===== config.mk =====
export PLATFORM = sky130hd
export DESIGN_NAME = clock_works
export DESIGN_NICKNAME = d
export VERILOG_FILES = /design/src/rtl/clock_works.sv
export SDC_FILE = /design/constraint.sdc
export NUM_CORES = 1
export LEC_CHECK = 0
export ABC_AREA = 1
export BUFFER_PORTS_ARGS = -buffer_cell sky130_fd_sc_hd__buf_2
export CORE_UTILIZATION = 60
export DETAILED_ROUTE_END_ITERATION = 8
export PLACE_DENSITY = 0.88
export SYNTH_ARGS = -nofsm -noshare
export SYNTH_HDL_FRONTEND = slang
export SYNTH_SLANG_ARGS = --single-unit
export TNS_END_PERCENT = 30

===== constraint.sdc =====
create_clock -name CLK -period 3.1 [get_ports CLK]
set_input_delay 0 -clock CLK [delete_from_list [all_inputs] [get_ports CLK]]
set_output_delay 0 -clock CLK [all_outputs]
set_load 0.005 [all_outputs]

===== src/rtl/clock_works.sv =====
// clock_works: clock gearbox and reset generator between the board pins and
// the internal logic.
//
// Divides the board clock CLK by 2^SLOW to produce the internal clock clk.
// SLOW = 0 passes CLK straight through. Also produces the internal
// active-low reset resetn. After power-up, or after RESET is pulled low,
// resetn stays low for 2^RESET_WIDTH - 1 rising edges of clk. This works
// around the iCE40 start-up problem.
//
// Parameters:
//   SLOW        - divide exponent; clk = CLK / 2^SLOW (0 = bypass)
//   RESET_WIDTH - width of the release counter
// Ports:
//   CLK    in  board clock, the only clock
//   RESET  in  board reset button, asynchronous, active-low
//   clk    out divided internal clock (held at 0 while RESET is low
//              in divider mode)
//   resetn out internal reset, active-low; asserts asynchronously and
//              releases on a clk rising edge
//
// All registers rely on the device's power-up initialisation to 0. That
// has the same effect as a RESET pulse.
module clock_works #(
    parameter int SLOW        = 0,
    parameter int RESET_WIDTH = 16
) (
    input  logic CLK,
    input  logic RESET,
    output logic clk,
    output logic resetn
);

    logic [RESET_WIDTH-1:0] rst_cnt;

    generate
        if (SLOW == 0) begin : g_bypass
            assign clk = CLK;
        end else begin : g_div
            logic [SLOW-1:0] div_cnt;

            // Free-running counter. The MSB is a 50 % duty clock. Clearing
            // the counter on RESET restarts the clk phase from 0.
            always_ff @(posedge CLK or negedge RESET) begin
                if (!RESET) begin
                    div_cnt <= '0;
                end else begin
                    div_cnt <= div_cnt + 1'b1;
                end
            end

            assign clk = div_cnt[SLOW-1];
        end
    endgenerate

    // The counter counts up while resetn is low and stops at all-ones.
    // resetn is derived from the registered count, so it only rises on a clk
    // edge. The asynchronous clear drops it immediately.
    always_ff @(posedge clk or negedge RESET) begin
        if (!RESET) begin
            rst_cnt <= '0;
        end else if (!resetn) begin
            rst_cnt <= rst_cnt + 1'b1;
        end
    end

    assign resetn = &rst_cnt;

endmodule


After elaboration in Yosys (flattened, before gate mapping). Cells that the tools add are included.

Register bits after elaboration: 16. Bits of input ports: 2. Output and inout port bits: 2.

Add/sub/neg operators: 1. Reduce and logical (&&, ||, !) cells: 1.

Operator list (count): $add A16 B1 Y16 const B (1); $reduce_and A16 Y1 (1).

Logic depth before layout (Yosys ltp).
Word-level depth: 1. Mapped depth: 8.

==> impl_metrics.json <==
{
  "dr_total_vias": 856,
  "globalplace.congestion": 0.813,
  "startpoint_type": "clock port",
  "top_regs": "rst_cnt x16",
  "gr-total-overflow": 0,
  "required_ns": 3.10,
  "synth_fp_nets": 128,
  "hold_violations": 0,
  "avgRoutedWirePerCell_um": 12.8,
  "tightest_slew_ns": 0.355,
  "ff_latch_area_um2": 400,
  "post_cts_buffers": 0,
  "ys.warnings.count": 0,
  "synth_top_family_by_area": "simple AND/OR/NAND/NOR gates",
  "leakage_nw": 0.546,
  "end_kind": "output pin",
  "synth_fa_ha_area_frac": 0.0127,
  "synthCells": 125,
  "rsz0062_at_grt": "false",
  "cap_violations": 0,
  "num_rows": 14,
  "grt_max_degree": 17,
  "post_cts_resized": 0,
  "avgSynthCellArea_um2": 7.91,
  "ant_nets": 0,
  "dp_hpwl_um": 1400,
  "finalSetupViolations": 0,
  "ir_worst_vdd_uv": 323,
  "top_register": "rst_cnt",
  "finalSetupTns_ns": 0,
  "die-height_um": 42.6,
  "worst_hold_slack_ns": 0.0342,
  "skew_ns": 0.000621,
  "largest_reg_flops": 16,
  "fin_nets": 138,
  "final_max_slew_viol_count": 0,
  "path_class": "clk -> out",
  "grt_pass1_vias": 815,
  "relSlewSlack": 0.763,
  "die_area_um2": 1810,
  "ios": 4,
  "core_um2": 1520,
  "grt_antenna_before_repair": 0,
  "synthesis.area_um2": 988,
  "yosys.area_share.simple": 0.475,
  "reg2reg_from": "rst_cnt[0]",
  "num-fill-cells": 104,
  "ys_ff_latch": 16,
  "fp.dieW_um": 42.6,
  "hp-class": "in -> async",
  "io_buffers": 3,
  "r2r_end": "rst_cnt[14]",
  "totalWireLength_um": 1910,
  "muxShareOfSynthArea": 0,
  "yosysSeqAreaShare": 0.405,
  "stdcell_area_um2": 1060,
  "outcome": "finished, final reports clean",
  "arrival_ns": 1.90,
  "drive_gt1_frac": 0.286,
  "drt-pass1-iter-count": 4,
  "clkTransAtPathRegs_ns": 0.09,
  "tritoncts": "yes",
  "multiInputGateArea_um2": 509,
  "num_antenna_cells": 0,
  "drc": 0,
  "syn_to_final_growth_pct": 7.22,
  "dpl_cell_area_um2": 1000,
  "worstRegToRegCells": 6,
  "drt-initial-drc-count": 33,
  "initial_core_util": 0.649,
  "yosysUniqueCellTypes": 21,
  "worstPathMaxFanout": 2,
  "track_usage": 0.252,
  "synth-xor-area-share": 0.0177,
  "grt_pass1_wl_um": 3290,
  "startpoint": "CLK",
  "p_per_area_nw_per_um2": 373,
  "total_power_mw": 0.395,
  "insertion_delay_ns": 0.40,
  "drt-vias-per-instance": 5.74,
  "r2r_slack_ns": 1.62,
  "synth_compound_area_frac": 0.0101
}
## kinds of logic after synthesis
kind of cell               after synthesis
AOI/OAI and AO/OA                        2
xor gates and xnor gates                 2
adders and majority gates                1
buffers and inverters                   18
DFF                                     16
and+or+nand+nor                         86
## worst max-delay path by stage
stage	to	slack [ns]
after floorplan	clk	1.44
after global placement	clk	1.45
after detailed placement	clk	1.45
final	clk	1.20
after global routing	clk	1.19
after CTS	clk	1.19
## cell type report
class                   instances  area share
clock buffers                   7      0.0472
inverters                      16      0.0567
multi-input cells              91       0.481
flip-flops and latches         16       0.378
well taps                      16      0.0189
repair buffers                  3      0.0189
## timing repair
item                                    CTS  global route
hold endpoints to repair                 16             0
hold buffers                              1             0
endpoints found under the setup margin    0             0
## synth_stat cells
cell type	number	area (um2)
dfrtp_1	16	400
o21ai_0	1	5.00
inv_2	4	15.0
nand2_2	6	37.5
nand2_1	30	113
a21oi_1	1	5.00
inv_1	12	45.0
xnor2_1	2	17.5
buf_4	1	7.51
nand3_1	11	55.1
nand3_2	9	90.1
buf_6	1	11.3
nand4_1	5	31.3
nor2_2	3	18.8
or2_1	1	6.26
nor2_4	1	11.3
nor2_1	14	52.6
nand2_4	1	11.3
nand3_4	1	17.5
ha_1	1	12.5
or2_2	4	25.0
## metal layers
metal,track usage,vias up,wire length [um]
li1,-,414,-
met1,0.302,412,846
met2,0.403,21,920
met3,0.0388,9,83
met4,0.194,0,59
met5,0,-,0
## placed cells by master (no fill, tap or decap), types with 4 or more instances in the layout
cell type / Yosys / routed
nand3_1: 11 / 11
nor2_1: 14 / 14
inv_2: 4 / 4
nand2_2: 6 / 6
inv_1: 12 / 12
nand2_1: 30 / 30
nand4_1: 5 / 5
clkbuf_4: 0 / 6
or2_2: 4 / 4
nand3_2: 9 / 9
dfrtp_1: 16 / 16
## critical path: stages
cell      delay, ns
clkbuf_4       0.11
clkbuf_4       0.12
buf_2          0.12
## where the power goes
| part | switching [mW] | leakage (nW) | internal [mW] |
|---|---|---|---|
| clock network | 0.0850 | 0.0315 | 0.0965 |
| registers | 0 | 0.209 | 0.209 |
| logic | 0.00398 | 0.305 | 0.00128 |
## metrics by stage
| stage | cells | worst slack [ns] | utilization |
|---|---|---|---|
| 2_1_floorplan | 125 | 1.44 | - |
| 6_report | 149 | 1.20 | 0.695 |
| 5_1_grt | 149 | 1.19 | 0.695 |
| 3_3_place_gp | 142 | 1.45 | 0.659 |
| 4_1_cts | 149 | 1.19 | 0.695 |
| 3_5_place_dp | 142 | 1.45 | 0.659 |
Note: power is estimated with default switching activity, not from simulation.
